**src/rtl/seq_trigger_ctrl.sv**
```systemverilog
// rtl/seq_trigger_ctrl.sv - sequence trigger controller: A/D pattern tracking with timestamped event queue
module seq_trigger_ctrl #(
  parameter int MIN_DLY     = 2,
  parameter int MAX_DLY     = 5,
  parameter int NUM_THREADS = 4,
  parameter int FIFO_DEPTH  = 4,
  parameter int TS_W        = 16,
  parameter int CNT_W       = 8
) (
  input  logic             clk,
  input  logic             rst,
  input  logic             en,
  input  logic             clr,
  input  logic             a,
  input  logic             b,
  input  logic             c,
  input  logic             d,
  input  logic             e,
  output logic             abc_match,
  output logic             de_match,
  output logic             de_fail,
  output logic [CNT_W-1:0] abc_count,
  output logic [CNT_W-1:0] de_count,
  output logic             thread_ovf,
  output logic             rpt_ovf,
  output logic             evt_valid,
  input  logic             evt_ready,
  output logic             evt_id,
  output logic [TS_W-1:0]  evt_ts
);

  localparam int AGE_W = $clog2(MAX_DLY + 1);
  localparam int PW    = $clog2(FIFO_DEPTH);
  localparam int CW    = PW + 1;

  localparam logic [AGE_W-1:0] MIN_AGE = AGE_W'(MIN_DLY);
  localparam logic [AGE_W-1:0] MAX_AGE = AGE_W'(MAX_DLY);
  localparam logic [CW:0]      DEPTH_W = (CW + 1)'(FIFO_DEPTH);

  logic [TS_W-1:0]        ts_q, ts_d;
  logic                   a_h1_q, a_h1_d, a_h2_q, a_h2_d, b_h1_q, b_h1_d;
  logic [NUM_THREADS-1:0] busy_q, busy_d;
  logic [AGE_W-1:0]       age_q [NUM_THREADS];
  logic [AGE_W-1:0]       age_d [NUM_THREADS];
  logic                   abc_match_q, abc_match_d, de_match_q, de_match_d, de_fail_q, de_fail_d;
  logic [CNT_W-1:0]       abc_count_q, abc_count_d, de_count_q, de_count_d;
  logic                   thread_ovf_q, thread_ovf_d, rpt_ovf_q, rpt_ovf_d;
  logic                   id_mem_q [FIFO_DEPTH];
  logic                   id_mem_d [FIFO_DEPTH];
  logic [TS_W-1:0]        ts_mem_q [FIFO_DEPTH];
  logic [TS_W-1:0]        ts_mem_d [FIFO_DEPTH];
  logic [PW-1:0]          wr_ptr_q, wr_ptr_d, rd_ptr_q, rd_ptr_d;
  logic [CW-1:0]          count_q, count_d;

  logic             abc_hit, de_hit, de_exp, d_drop, alloc_done;
  logic             pop, push_a, push_d;
  logic [CW:0]      free_slots;
  logic [PW-1:0]    wptr;
  logic [AGE_W-1:0] age_n;

  always_comb begin
    ts_d        = ts_q + TS_W'(1);
    busy_d      = busy_q;
    age_d       = age_q;
    id_mem_d    = id_mem_q;
    ts_mem_d    = ts_mem_q;
    de_hit      = 1'b0;
    de_exp      = 1'b0;
    d_drop      = 1'b0;
    alloc_done  = 1'b0;
    age_n       = '0;

    abc_hit = en & a_h2_q & b_h1_q & c;
    a_h1_d  = en & a;
    a_h2_d  = en & a_h1_q;
    b_h1_d  = en & b;

    // Age first, then evaluate; a freed slot is visible to the allocator below.
    for (int i = 0; i < NUM_THREADS; i++) begin
      if (busy_q[i]) begin
        age_n = age_q[i] + AGE_W'(1);
        if (!en) begin
          busy_d[i] = 1'b0;
          age_d[i]  = '0;
        end else if (e && age_n >= MIN_AGE && age_n <= MAX_AGE) begin
          de_hit    = 1'b1;
          busy_d[i] = 1'b0;
          age_d[i]  = '0;
        end else if (age_n == MAX_AGE) begin
          de_exp    = 1'b1;
          busy_d[i] = 1'b0;
          age_d[i]  = '0;
        end else begin
          age_d[i] = age_n;
        end
      end
    end

    if (en && d) begin
      for (int i = 0; i < NUM_THREADS; i++) begin
        if (!alloc_done && !busy_d[i]) begin
          busy_d[i]  = 1'b1;
          age_d[i]   = '0;
          alloc_done = 1'b1;
        end
      end
      d_drop = ~alloc_done;
    end

    abc_match_d = abc_hit;
    de_match_d  = de_hit;
    de_fail_d   = de_exp;

    abc_count_d = abc_count_q;
    de_count_d  = de_count_q;
    if (abc_hit && abc_count_q != {CNT_W{1'b1}}) abc_count_d = abc_count_q + CNT_W'(1);
    if (de_hit && de_count_q != {CNT_W{1'b1}})   de_count_d  = de_count_q + CNT_W'(1);

    // A pop at this edge frees its slot for a push at the same edge.
    pop        = (count_q != '0) && evt_ready;
    free_slots = DEPTH_W - {1'b0, count_q} + (CW + 1)'(pop);
    push_a     = abc_hit && (free_slots != '0);
    push_d     = de_hit && (free_slots > (CW + 1)'(push_a));

    wptr = wr_ptr_q;
    if (push_a) begin
      id_mem_d[wptr] = 1'b0;
      ts_mem_d[wptr] = ts_q;
      wptr           = wptr + PW'(1);
    end
    if (push_d) begin
      id_mem_d[wptr] = 1'b1;
      ts_mem_d[wptr] = ts_q;
      wptr           = wptr + PW'(1);
    end
    wr_ptr_d = wptr;
    rd_ptr_d = rd_ptr_q + PW'(pop);
    count_d  = count_q + CW'(push_a) + CW'(push_d) - CW'(pop);

    thread_ovf_d = clr ? 1'b0 : (thread_ovf_q | d_drop);
    rpt_ovf_d    = clr ? 1'b0 : (rpt_ovf_q | (abc_hit & ~push_a) | (de_hit & ~push_d));
    if (clr) begin
      abc_count_d = '0;
      de_count_d  = '0;
    end
  end

  always_ff @(posedge clk) begin
    if (rst) begin
      ts_q         <= '0;
      a_h1_q       <= 1'b0;
      a_h2_q       <= 1'b0;
      b_h1_q       <= 1'b0;
      busy_q       <= '0;
      abc_match_q  <= 1'b0;
      de_match_q   <= 1'b0;
      de_fail_q    <= 1'b0;
      abc_count_q  <= '0;
      de_count_q   <= '0;
      thread_ovf_q <= 1'b0;
      rpt_ovf_q    <= 1'b0;
      wr_ptr_q     <= '0;
      rd_ptr_q     <= '0;
      count_q      <= '0;
      for (int i = 0; i < NUM_THREADS; i++) age_q[i] <= '0;
      for (int i = 0; i < FIFO_DEPTH; i++) begin
        id_mem_q[i] <= 1'b0;
        ts_mem_q[i] <= '0;
      end
    end else begin
      ts_q         <= ts_d;
      a_h1_q       <= a_h1_d;
      a_h2_q       <= a_h2_d;
      b_h1_q       <= b_h1_d;
      busy_q       <= busy_d;
      abc_match_q  <= abc_match_d;
      de_match_q   <= de_match_d;
      de_fail_q    <= de_fail_d;
      abc_count_q  <= abc_count_d;
      de_count_q   <= de_count_d;
      thread_ovf_q <= thread_ovf_d;
      rpt_ovf_q    <= rpt_ovf_d;
      wr_ptr_q     <= wr_ptr_d;
      rd_ptr_q     <= rd_ptr_d;
      count_q      <= count_d;
      age_q        <= age_d;
      id_mem_q     <= id_mem_d;
      ts_mem_q     <= ts_mem_d;
    end
  end

  assign abc_match  = abc_match_q;
  assign de_match   = de_match_q;
  assign de_fail    = de_fail_q;
  assign abc_count  = abc_count_q;
  assign de_count   = de_count_q;
  assign thread_ovf = thread_ovf_q;
  assign rpt_ovf    = rpt_ovf_q;
  assign evt_valid  = (count_q != '0);
  assign evt_id     = id_mem_q[rd_ptr_q];
  assign evt_ts     = ts_mem_q[rd_ptr_q];

endmodule

```
**config.mk**
```make
export PLATFORM = sky130hd
export DESIGN_NAME = seq_trigger_ctrl
export DESIGN_NICKNAME = d
export VERILOG_FILES = /design/src/rtl/seq_trigger_ctrl.sv
export SDC_FILE = /design/constraint.sdc
export NUM_CORES = 1
export LEC_CHECK = 0
export BUFFER_PORTS_ARGS = -buffer_cell sky130_fd_sc_hd__buf_2
export CAP_MARGIN = 15
export CORE_MARGIN = 4
export CORE_UTILIZATION = 33
export CTS_CLUSTER_SIZE = 10
export DETAILED_ROUTE_END_ITERATION = 6
export SYNTH_ARGS = -nofsm -noshare
export SYNTH_HDL_FRONTEND = slang
export SYNTH_SLANG_ARGS = --single-unit
export TNS_END_PERCENT = 10
```
**constraint.sdc**
```tcl
create_clock -name clk -period 5 [get_ports clk]
set_clock_uncertainty 0.15 [all_clocks]
set_input_delay 1 -clock clk [delete_from_list [all_inputs] [get_ports clk]]
set_output_delay 1 -clock clk [all_outputs]
set_load 0.1 [all_outputs]
```
Yosys cells after proc, flatten, opt, wreduce, memory -nomap -nowiden
Index checks and enable logic that the tools add are counted.
{"block": "word_totals", "latch_bits": 0, "out_inout_bits": 39, "memories": 0, "mem_bits_rw": 0, "elab_cells": 210, "romBits": 0, "inputBits": 10, "ff_bits": 131}
{"block": "classes", "n_shift": 0, "eq_ne": 6, "mux": 100, "n_lt_le_gt_ge": 14, "bitwise": 20, "div_mod_pow": 0, "n_reduce_logical": 28, "mul": 0, "add_sub_neg": 15}
{"operator": "bitwise mux 64 bit", "count": 2}
{"operator": "2-to-1 mux 64 bit", "count": 2}
{"operator": "demux 16 bit (select 2 bit)", "count": 2}
{"operator": "2-to-1 mux 16 bit", "count": 4}
{"operator": "2-to-1 mux 1 bit", "count": 60}
{"operator": "2-to-1 mux 3 bit", "count": 20}
{"operator": "binary-select mux 16 bit (select 2 bit)", "count": 1}
{"operator": "logical AND 1 bit", "count": 19}
{"operator": "adder 16 x 1 -> 16 bit, second input constant", "count": 1}
{"operator": "adder 8 x 1 -> 8 bit, second input constant", "count": 2}
{"operator": "!= test 8 bit, second input constant", "count": 2}
{"operator": "adder 3 x 1 -> 3 bit, second input constant", "count": 4}
{"operator": "equality test 3 bit, second input constant", "count": 4}
{"operator": ">= comparator 3 x 2 -> 1 bit, second input constant", "count": 4}
{"operator": "less-or-equal comparator 3 bit, second input constant", "count": 4}
{"operator": "2-to-1 mux 12 bit", "count": 1}
{"operator": "2-to-1 mux 4 bit", "count": 3}
{"operator": ">= comparator 3 bit, second input constant", "count": 3}
{"operator": "inverter 2 -> 3 bit", "count": 3}
{"operator": "bitwise AND 1 bit", "count": 8}
{"operator": "adder 3 x 1 -> 3 bit", "count": 2}
{"operator": "logical NOT 1 bit", "count": 6}
{"operator": "less-than comparator 3 x 1 -> 1 bit, second input constant", "count": 2}
{"operator": "adder 2 x 1 -> 2 bit, second input constant", "count": 2}
{"operator": "other kinds (16)", "count": 22}

Longest topological paths before layout
Gate-level depths: netlist (run 1).
{"block": "depth", "depth_word": 24, "depth_mapped": 18, "depth_no_buf": 17}

Worst setup path after synthesis (run 1)
OpenSTA, ideal clock, no wires.
{"block": "synth_path", "path_kind": "flip-flop to flip-flop", "start": "register count_q[2]", "end": "register count_q[1]", "synth_period_minus_slack_ps": 4448, "t_arrival_ps": 4173, "stages_incl_launch_ff": 18, "required_time_ps": 4725, "setup_slack_ps": 552, "setup_ps": 125, "cell_sequence": "dfxtp_1 -> or3_1 -> nand2_1 -> ha_1 -> inv_1 -> ha_1 -> or2_2 -> a21oi_1 -> a21oi_1 -> ha_1 -> o21a_1 -> a211oi_2 -> buf_6 -> inv_1 -> fa_1 -> inv_1 -> fa_1 -> nor2b_1"}
{"block": "synth_via", "elab_chain_len": 9}
{"item": "from (decl)", "line_no": "53", "text": "logic [CW-1:0] count_q, count_d;"}
{"item": "from (signal assigned)", "line_no": "185", "text": "count_q <= count_d;"}
{"item": "nonzero test 3 bit *"}
{"item": "named net evt_valid", "line_no": "26", "text": "output logic evt_valid,"}
{"item": "logical AND 1 bit *", "line_no": "120", "text": "pop = (count_q != '0) && evt_ready;"}
{"item": "adder 4 x 1 -> 4 bit", "line_no": "121", "text": "free_slots = DEPTH_W - {1'b0, count_q} + (CW + 1)'(pop);"}
{"item": "nonzero test 4 bit", "line_no": "122", "text": "push_a = abc_hit && (free_slots != '0);"}
{"item": "logical AND 1 bit", "line_no": "122"}
{"item": "> comparator 4 x 1 -> 1 bit", "line_no": "123", "text": "push_d = de_hit && (free_slots > (CW + 1)'(push_a));"}
{"item": "logical AND 1 bit", "line_no": "123"}
{"item": "adder 3 x 1 -> 3 bit", "line_no": "138", "text": "count_d = count_q + CW'(push_a) + CW'(push_d) - CW'(pop);"}
{"item": "subtractor 3 x 1 -> 3 bit *", "line_no": "138"}
{"item": "named net count_d[1]", "line_no": "53"}
Mark *: on every way through the listed nets, which the timed path passes. The rest lies on a longest branch.
A chain may end at the register's enable or synchronous reset.

Final worst setup path (run 1)
{"block": "layout_path", "start": "register count_q[2]", "end": "register count_q[1]"}
{"block": "layout_via", "elab_chain_len": 9}
{"item": "parallel branches: the longest is 8 deep, another holds subtractor 3 x 3 -> 4 bit"}
{"item": "subtractor 3 x 1 -> 3 bit *", "line_no": "138"}
{"item": "named net count_d[1]", "line_no": "53"}
Mark *: on every way through the listed nets, which the timed path passes.

==> out/summary.txt, run 1 <==
# nets final: 731
Delay of the slowest critical-path stage: 400 ps
Chip width: 148.1 um
Final routed DRC violation total: 0
H-tree depth: 4
Combined global-route utilization of all metal layers: 12.05%
CTS tree: built
Number of global-route vias before repair: 4356
Met2 global-route usage: 19.25%
Final hold slack: 284.0 ps
Placed cell areas: 0.006890 sq mm
Synthesized netlist cell count: 647
RSZ-0062 raised after global routing: no
Most common cell in the synthesized netlist: dfxtp_1
Length in cells of the worst reg-to-reg path: 16
Met3 capacity usage during global routing: 3.108%
Cell type with the largest total area after synthesis: dfxtp_1
Mean number of vias per cell: 4.648
Slew at the pin with the worst max-slew slack: 1093 ps
Post-route standard cell area excluding fillers: 0.007465 sq mm
Syn Nets: 688
Total Die Area: 0.02192 sq mm
Global route total overflow: 0
Endpoint class of the critical path: flip-flop
Leading post-synthesis cells by cell area: dfxtp_1 41%, mux2i_1 11%, nand2b_1 8.0%
FF-to-FF Start: count_q[2]
Run status: finished, final reports clean
M1 GR Usage: 15.95%
Total inserted antenna cells: 0
Power density over the cells: 346.9 mW/mm^2
DR vias: 4471
Antenna violations before repair: 0
Cell area after synthesis: 0.006474 sq mm
Average wire per cell in the routed design: 13.32 um
Commonest cells post-synth: 131 x dfxtp_1, 83 x nand2b_1, 70 x mux2i_1
Global-route wire length before repair: 21530 um
Synth top area share: 40.51%
TNS Setup: 0 ps
Remaining max-slew budget at the tightest pin: 27.07%
Cell breakdown of the critical path: or3_1 -> nand2_1 -> ha_1 -> inv_1 -> ha_1 -> or2_2 -> a21oi_1 -> a21oi_1 -> ha_1 -> o21a_1 -> a211oi_2 -> inv_1 -> fa_1 -> inv_1 -> fa_1 -> nor2b_1
Share of layout cells above drive strength 1: 16.52%
Standby leakage power: 0.003229 uW
Capture endpoint of the worst hold path: a_h2_q
Synth Flop Type: dfxtp_1
Clk sink count: 131
Time the worst path needs with I/O delays and setup: 4081 ps
Number of stages on the worst hold path: 1
Area Growth Syn to Fin: 15.31%
Sequential cell area fraction in the yosys report: 40.51%
Post-synthesis cell type count: 57
Slack of the worst reg-to-reg path: 920 ps
Starting utilization of the core area: 34.04%
Buffer levels on the longest clock path: 2
Maximum number of pins on one net before global-route repair: 49
Arrival time reported for the critical path endpoint: 4200 ps
Half-perimeter wire length after detailed placement: 8263 um
Vert. Die Dim: 148.1 um
GP Congestion: 0.7529
Number of rows created at floorplan: 50
Library cell used as clock root buffer: clkbuf_16
Required time at the endpoint of the critical path: 5120 ps
Startpoint Class: flip-flop
Buffer count from post-CTS setup fixing: 0
Max Cap Violations: 0
Remaining number of nets flagged by the antenna check after routing: 0
Number of hold violations in the final report: 0
Final number of setup-violating endpoints: 0
CP Max Fanout: 8
Path type of the worst min-delay path: flip-flop to flip-flop
GR peak layer: met2
Number of register bits inferred by synthesis: 131
Clock latency on the worst-skew pair: 410 ps
Maximum resistive drop on vdd: 235.1 uV
Wire length reported by the detailed router: 12820 um
Cell with the largest stage delay on the worst path: or3_1
Iteration-0 DRC count of the detailed router: 146
Number of buffers inserted by port buffering: 48
Ys async rst share: 0%
CTS-repair resized insts: 0
Hold Path Origin: a_h1_q
Placeable core region: 0.01902 sq mm
Yosys warning total: 0
Number of CTS-inserted buffers: 17
Mean instance size in the synthesized netlist: 10.01 sq um
Type of the setup path with the least slack: flip-flop to flip-flop
Length of the first detailed-routing pass in iterations: 4
F_max: 245.0 MHz
RR Endpoint: count_q[1]
Portion of the clock cycle consumed by the worst path in the final layout: 81.62%
Max-slew violation count: 0
Number of hold buffers added after CTS: 0
Number of placed I/O pins: 49
Clock slew at the register clock pins of the worst setup and hold paths: 60 ps
EDFF count, synth: 0
[cells by family after synthesis]
group,synth area share (%)
buffers and inverters,5.257
xor gates and xnor gates,3.769
and+or+nand+nor,19.19
muxes,16.91
DFF,40.51
adders and majority gates,6.223
AOI/OAI and AO/OA,8.137
[sequential cells by signal (all words and copies together) (netlist names), 2 cells and up]
name / count
ts_mem_q: 64
ts_q: 16
age_q: 12
abc_count: 8
de_count: 8
busy_q: 4
id_mem_q: 4
count_q: 3
rd_ptr_q: 2
wr_ptr_q: 2
[layout make-up]
class / count / area, sq um
clock buffers: 19 / 452.9
clock inverters: 12 / 121.4
fillers: 1921 / 11550
inverters: 34 / 127.6
multi-input cells: 450 / 3515
flip-flops and latches: 131 / 2623
well taps: 260 / 325.3
repair buffers: 56 / 300.3
[worst max path at each step]
stage | to | from | cells past startpoint
after floorplan | count_q[1] | count_q[2] | 17
after global placement | count_q[1] | evt_ready | 16
after detailed placement | count_q[1] | evt_ready | 16
after CTS | count_q[1] | count_q[2] | 16
after global routing | count_q[1] | count_q[2] | 16
final | count_q[1] | count_q[2] | 16
[where the power goes]
group	internal [uW]	total, uW	switching, uW
Combinational	118	294	177
Sequential	1060	1090	26.0
Clock	718	1210	488
Total	1900	2590	691
[routing by layer]
layer / up-vias / share of wire, %
li1: 2313 / -
met1: 2081 / 51
met2: 59 / 45
met3: 18 / 2.9
met4: 0 / 1.7
met5: - / 0
[metrics by stage]
step                cells  setup slack (ps)  total power [uW]  util, %
floorplan             647             551.9              1348        -
global placement      931             657.7              1409    36.23
detailed placement    931             591.8              1411    36.23
CTS                   962             926.5              2631    39.25
global route          962             684.1              2712    39.25
finish                962             919.2              2590    39.25
[critical path, delay by kind of cell, from the launching register on]
family / cells / cell delay [ps]
adders and majority gates: 5 / 1400
AOI/OAI and AO/OA: 4 / 930
and+or+nand+nor: 4 / 910
DFF: 1 / 330
buffers and inverters: 3 / 210
[layout by cell type, fill, tap and decap left out, drive strengths merged, types with 3 or more instances in the layout]
cell,n
nand2b,83
ha,29
dfxtp,131
o21a,4
nand3,18
o21ai,10
clkbuf,19
a211oi,3
o211ai,5
a22oi,5
mux2i,70
nand3b,3
clkinvlp,3
inv,40
o31a,3
xnor2,11
buf,56
and3,5
xor2,16
mux4,17
nand2,26
nor2,48
nand4,7
a21oi,22
nor2b,7
nor3,5
a21boi,5
or3,10
and2,8
a221oi,3
Power figures use the tool's default switching activity.
==> run 2: changes to the inputs <==
==> constraint.sdc (replaced) <==
create_clock -name clk -period 3.7 [get_ports clk]
set_clock_uncertainty 0.15 [all_clocks]
set_input_delay 0.74 -clock clk [delete_from_list [all_inputs] [get_ports clk]]
set_output_delay 0.74 -clock clk [all_outputs]
set_load 0.1 [all_outputs]
==> run 2 against run 1 <==
Fmax rose by 15%. Via count rose by 2.9%. Flip-flop and latch count unchanged. Cell area is 2.6% higher. Critical path type unchanged. Largest power group unchanged. Highest routed layer unchanged.
==> out/summary.txt, run 2 (synthesis gave the netlist of run 1 again) <==
Run status: finished, final reports clean
Required time at the endpoint of the critical path: 3850 ps (-1270 ps)
Number of CTS-inserted buffers: 17 (unchanged)
Length of the first detailed-routing pass in iterations: 4 (unchanged)
Number of rows created at floorplan: 50 (unchanged)
Remaining max-slew budget at the tightest pin: 51.15% (+24 points)
Largest registers ranked by flip-flop count: ts_mem_q (64), ts_q (16), age_q (12)
Non-Filler Instances: 970 (+0.83%)
Total Die Area: 0.02192 sq mm (unchanged)
Largest register by flop count: ts_mem_q
Half-perimeter wire length after detailed placement: 8487 um (+2.7%)
Placed Cells incl. Taps: 938 (+0.75%)
Wire length reported by the detailed router: 13180 um (+2.8%)
Power density over the cells: 487.8 mW/mm^2 (+41%)
Time the worst path needs with I/O delays and setup: 3539 ps (-541.7 ps)
Clock slew at the register clock pins of the worst setup and hold paths: 70 ps (about the same)
F_max: 282.6 MHz (+15%)
Length in cells of the worst reg-to-reg path: 16 (unchanged)
DR vias: 4602 (+2.9%)
Standby leakage power: 0.003306 uW (+2.4%)
CP Max Fanout: 2 (-6)
Highest-count cells in the layout ignoring fill and taps: 130 x dfxtp_1, 83 x nand2b_1, 70 x mux2i_1
Maximum resistive drop on vdd: 296.9 uV (+26%)
Final hold slack: 285.8 ps (+1.804 ps)
Path type of the worst min-delay path: flip-flop to flip-flop
Average wire per cell in the routed design: 13.59 um (+2.0%)
Number of placed I/O pins: 49 (unchanged)
Total inserted antenna cells: 0 (unchanged)
Global-route wire length before repair: 22430 um (+4.2%)
Type of the setup path with the least slack: flip-flop to flip-flop
GP Congestion: 0.7331 (-2.6%)
Global route total overflow: 0 (unchanged)
Mean number of vias per cell: 4.744 (+2.1%)
Max Cap Violations: 0 (unchanged)
Buffer count from post-CTS setup fixing: 0 (unchanged)
Max-slew violation count: 0 (unchanged)
Number of hold violations in the final report: 0 (unchanged)
Leading cell type in the layout, fill and taps excluded: dfxtp_1
Placeable core region: 0.01902 sq mm (unchanged)
Share of layout cells above drive strength 1: 18.87% (+2.3 points)
Final number of setup-violating endpoints: 0 (unchanged)
RR Endpoint: count_q[1]
Area Growth Syn to Fin: 18.28%
Iteration-0 DRC count of the detailed router: 200 (+37%)
Capture endpoint of the worst hold path: a_h2_q
Number of global-route vias before repair: 4430 (+1.7%)
H-tree depth: 4 (unchanged)
Buffer levels on the longest clock path: 2 (unchanged)
Clk sink count: 131 (unchanged)
Chip width: 148.1 um (unchanged)
# nets final: 738 (+0.96%)
Endpoint class of the critical path: flip-flop
Startpoint Class: flip-flop
RSZ-0062 raised after global routing: no
Antenna violations before repair: 0 (unchanged)
Number of stages on the worst hold path: 1 (unchanged)
Number of flip-flops in the largest register: 64 (unchanged)
Maximum number of pins on one net before global-route repair: 127 (+160%)
Library cell used as clock root buffer: clkbuf_16
Combined global-route utilization of all metal layers: 12.72% (+0.67 points)
Hold Path Origin: a_h1_q
Slew at the pin with the worst max-slew slack: 729.6 ps (-362.9 ps)
Arrival time reported for the critical path endpoint: 3690 ps (-510 ps)
Number of buffers inserted by port buffering: 48 (unchanged)
Portion of the clock cycle consumed by the worst path in the final layout: 95.65% (+14 points)
Starting utilization of the core area: 34.04% (unchanged)
Remaining number of nets flagged by the antenna check after routing: 0 (unchanged)
Final routed DRC violation total: 0 (unchanged)
Clock latency on the worst-skew pair: 430 ps (+20 ps)
Vert. Die Dim: 148.1 um (unchanged)
Slack of the worst reg-to-reg path: 160 ps (-760 ps)
Number of hold buffers added after CTS: 0 (unchanged)
CTS tree: built
FF-to-FF Start: count_q[1]
[run 2: final cells by class]
type / count / area [sq um]
clock buffers: 17 / 425.4
clock inverters: 15 / 187.7
fillers: 1910 / 11360
inverters: 34 / 127.6
multi-input cells: 450 / 3577
flip-flops and latches: 131 / 2624
well taps: 260 / 325.3
repair buffers: 63 / 390.4
[run 2: power by group]
group	leakage, uW	switching [uW]	internal (uW)	total, uW
sequential	0.00106	25.4	1440	1460
clock	0.000292	732	1030	1760
combinational	0.00196	286	229	515
total	0.00331	1040	2690	3730
[run 2: routing by layer]
metal	up-vias	share of wire (%)	global-route usage (%)
li1	2329	-	-
met4	0	1.2	3.741
met2	85	47	20.28
met3	13	4.6	4.144
met1	2175	47	16.56
met5	-	0	0
[run 2: per-stage QoR]
step | utilization, % | TNS [ps] | total power (uW) | setup slack (ps) | cell area, sq um
6_report | 40.26 | 0 | 3735 | 160.9 | 7657
5_1_grt | 40.26 | 0 | 3905 | 7.683 | 7657
4_1_cts | 40.22 | 0 | 3796 | 68.38 | 7650
3_5_place_dp | 37.00 | -59.97 | 2018 | -59.97 | 7037
3_3_place_gp | 37.00 | -14.02 | 2010 | -14.02 | 7037
2_1_floorplan | - | -168.1 | 1888 | -168.1 | 6530
[run 2: critical path, cell delays in order (launching register included)]
cell	delay (ps)
dfxtp_1	310
or3_4	400
nand2_4	80
ha_4	120
inv_1	40
ha_2	160
or2_4	250
a21oi_4	160
a21oi_4	70
ha_1	300
o21a_1	220
a211oi_4	200
inv_2	60
fa_2	330
inv_2	60
fa_1	380
nor2b_1	130
[run 2: how the worst max path moves through the flow]
stage | start | end | slack [ps] | cells past startpoint
CTS | count_q[1] | count_q[1] | 70 | 16
global route | count_q[1] | count_q[1] | 8 | 16
global placement | evt_ready | count_q[1] | -10 | 16
floorplan | count_q[0] | count_q[1] | -170 | 17
detailed placement | evt_ready | count_q[1] | -60 | 16
finish | count_q[1] | count_q[1] | 160 | 16
[run 2: what timing repair did]
| item | 4_1_cts | 5_1_grt |
|---|---|---|
| hold endpoints to repair | 0 | 0 |
| resized for setup | 0 | 1 |
| endpoints found under the setup margin | 0 | 1 |
==> run 3: changes to the inputs <==
==> constraint.sdc (replaced) <==
create_clock -name clk -period 3.15 [get_ports clk]
set_clock_uncertainty 0.15 [all_clocks]
set_input_delay 0.63 -clock clk [delete_from_list [all_inputs] [get_ports clk]]
set_output_delay 0.63 -clock clk [all_outputs]
set_load 0.1 [all_outputs]
==> run 3 against run 2 <==
The run now ends with setup timing left. Cell area grew 3.3%. Setup slack worse by 530 ps. Clock-buffer cell count up 3. Clock power increased by 8%. Largest cell class unchanged. Highest routed layer unchanged.
==> out/summary.txt, run 3 (synthesis gave the netlist of run 1 again) <==
Run status: complete, but fails checks
Failing checks: setup timing
Chip width: 148.1 um (unchanged)
Number of CTS-inserted buffers: 17 (unchanged)
Arrival time reported for the critical path endpoint: 3650 ps (-40 ps)
Final routed DRC violation total: 0 (unchanged)
Global-route wire length before repair: 21820 um (-2.7%)
Number of hold buffers added after CTS: 0 (unchanged)
Max Cap Violations: 0 (unchanged)
Hold Path Origin: b
Power density over the cells: 539.2 mW/mm^2 (+11%)
Non-Filler Instances: 984 (+1.4%)
Number of rows created at floorplan: 50 (unchanged)
Total inserted antenna cells: 0 (unchanged)
DR vias: 4635 (+0.72%)
# nets final: 752 (+1.9%)
FF-to-FF Start: count_q[1]
Final hold slack: 271.7 ps (-14.02 ps)
Share of layout cells above drive strength 1: 21.27% (+2.4 points)
Remaining number of nets flagged by the antenna check after routing: 0 (unchanged)
Leading cell type in the layout, fill and taps excluded: dfxtp_1
Clk sink count: 131 (unchanged)
Buffer levels on the longest clock path: 2 (unchanged)
Combined global-route utilization of all metal layers: 12.26% (-0.47 points)
Largest registers ranked by flip-flop count: ts_mem_q (64), ts_q (16), age_q (12)
CP Max Fanout: 2 (unchanged)
Iteration-0 DRC count of the detailed router: 226 (+13%)
Met2 global-route usage: 20.16% (-0.11 points)
Portion of the clock cycle consumed by the worst path in the final layout: 111.6% (+16 points)
Library cell used as clock root buffer: clkbuf_16
F_max: 284.5 MHz (+0.71%)
Mean number of vias per cell: 4.710 (-0.72%)
Standby leakage power: 0.003448 uW (+4.3%)
Required time at the endpoint of the critical path: 3280 ps (-570 ps)
Met3 capacity usage during global routing: 3.291% (-0.85 points)
Kind of cell adding the most delay to the critical path: adder cells
Slew at the pin with the worst max-slew slack: 590.8 ps (-138.7 ps)
Cell with the largest stage delay on the worst path: or3_4
Startpoint Class: flip-flop
GP Congestion: 0.7348 (+0.23%)
Vert. Die Dim: 148.1 um (unchanged)
RSZ-0062 raised after global routing: yes
Clock slew at the register clock pins of the worst setup and hold paths: 60 ps (about the same)
Final number of setup-violating endpoints: 68 (+68)
Number of hold violations in the final report: 0 (unchanged)
Global route total overflow: 0 (unchanged)
TNS Setup: -5586 ps (-5586 ps)
Highest-count cells in the layout ignoring fill and taps: 129 x dfxtp_1, 83 x nand2b_1, 69 x mux2i_1
Number of placed I/O pins: 49 (unchanged)
Largest register by flop count: ts_mem_q
Worst path buffer plus inverter count: 3 (unchanged)
Slack of the worst reg-to-reg path: -360 ps (-530 ps)
Number of buffers inserted by port buffering: 48 (unchanged)
Path type of the worst min-delay path: input port to flip-flop
Area Growth Syn to Fin: 22.23%
Number of stages on the worst hold path: 2 (+1)
Antenna violations before repair: 0 (unchanged)
Placeable core region: 0.01902 sq mm (unchanged)
Type of the setup path with the least slack: flip-flop to flip-flop
Max-slew violation count: 0 (unchanged)
Post-route worst setup slack: -364.3 ps (-525.2 ps)
Wire length reported by the detailed router: 13770 um (+4.5%)
Capture endpoint of the worst hold path: b_h1_q
H-tree depth: 4 (unchanged)
Maximum resistive drop on vdd: 457.3 uV (+54%)
Starting utilization of the core area: 34.04% (unchanged)
Clock latency on the worst-skew pair: 410 ps (-20 ps)
Endpoint class of the critical path: flip-flop
Delay of the slowest critical-path stage: 390 ps (about the same)
Cell repeated most along the worst path: inv_2
Placed Cells incl. Taps: 942 (+0.43%)
Average wire per cell in the routed design: 13.99 um (+3.0%)
Time the worst path needs with I/O delays and setup: 3514 ps (-24.81 ps)
Cell breakdown of the critical path: or3_4 -> nand2_4 -> ha_4 -> inv_2 -> ha_4 -> or2_4 -> a21oi_4 -> a21oi_4 -> ha_1 -> o21a_1 -> a211oi_2 -> inv_2 -> fa_2 -> inv_2 -> fa_1 -> nor2b_1
Length of the first detailed-routing pass in iterations: 4 (unchanged)
Maximum number of pins on one net before global-route repair: 124 (-2.4%)
RR Endpoint: count_q[1]
M1 GR Usage: 15.62% (-0.95 points)
Half-perimeter wire length after detailed placement: 8492 um (about the same)
Number of flip-flops in the largest register: 64 (unchanged)
CTS tree: built
GR peak layer: met2
Number of global-route vias before repair: 4458 (+0.63%)
Total Die Area: 0.02192 sq mm (unchanged)
Length in cells of the worst reg-to-reg path: 16 (unchanged)
Remaining max-slew budget at the tightest pin: 60.56% (+9.4 points)
[run 3: area by class of cell]
class                           instances  area, sq um
Fill cell                            1859        11110
Multi-Input combinational cell        450         3645
Sequential cell                       131         2625
Timing Repair Buffer                   77        620.6
Clock buffer                           20        446.7
Tap cell                              260        325.3
Inverter                               34        127.6
Clock inverter                         12        122.6
[run 3: worst max path at each step]
stage | start | depth (start not counted) | to | slack [ps]
after floorplan | count_q[0] | 17 | count_q[1] | -700
after global placement | evt_ready | 16 | count_q[1] | -420
after detailed placement | evt_ready | 16 | count_q[1] | -440
after CTS | count_q[1] | 16 | count_q[1] | -350
after global routing | count_q[1] | 16 | count_q[1] | -510
final | count_q[1] | 16 | count_q[1] | -360
[run 3: power breakdown]
group          internal, uW  leakage (uW)  switching [uW]  total [uW]
Combinational           305       0.00212             350         655
Sequential             1690       0.00106            26.5        1720
Clock                  1120      0.000273             774        1900
Total                  3120       0.00345            1150        4270
[run 3: metrics by stage]
stage / cell area, sq um / worst slack [ps] / power, uW / util (%)
after floorplan: 6540 / -704.6 / 2231 / -
after global placement: 7102 / -418.7 / 2381 / 37.34
after detailed placement: 7102 / -444.7 / 2387 / 37.34
after CTS: 7679 / -352.0 / 4308 / 40.38
after global routing: 7913 / -506.2 / 4457 / 41.61
final: 7913 / -364.3 / 4266 / 41.61
[run 3: repair_timing]
| action | CTS | global route |
|---|---|---|
| hold endpoints to repair | 0 | 0 |
| pin swaps | 1 | 5 |
| gates cloned | 0 | 5 |
| endpoints found under the setup margin | 67 | 68 |
| resized for setup | 0 | 16 |
| setup buffers | 2 | 4 |
[run 3: routing by layer]
metal	wire, um	vias up	part of all wire, %
met5	0	-	0
met4	243	0	1.8
met3	442	16	3.2
met2	6504	66	47
met1	6581	2187	48
li1	-	2366	-
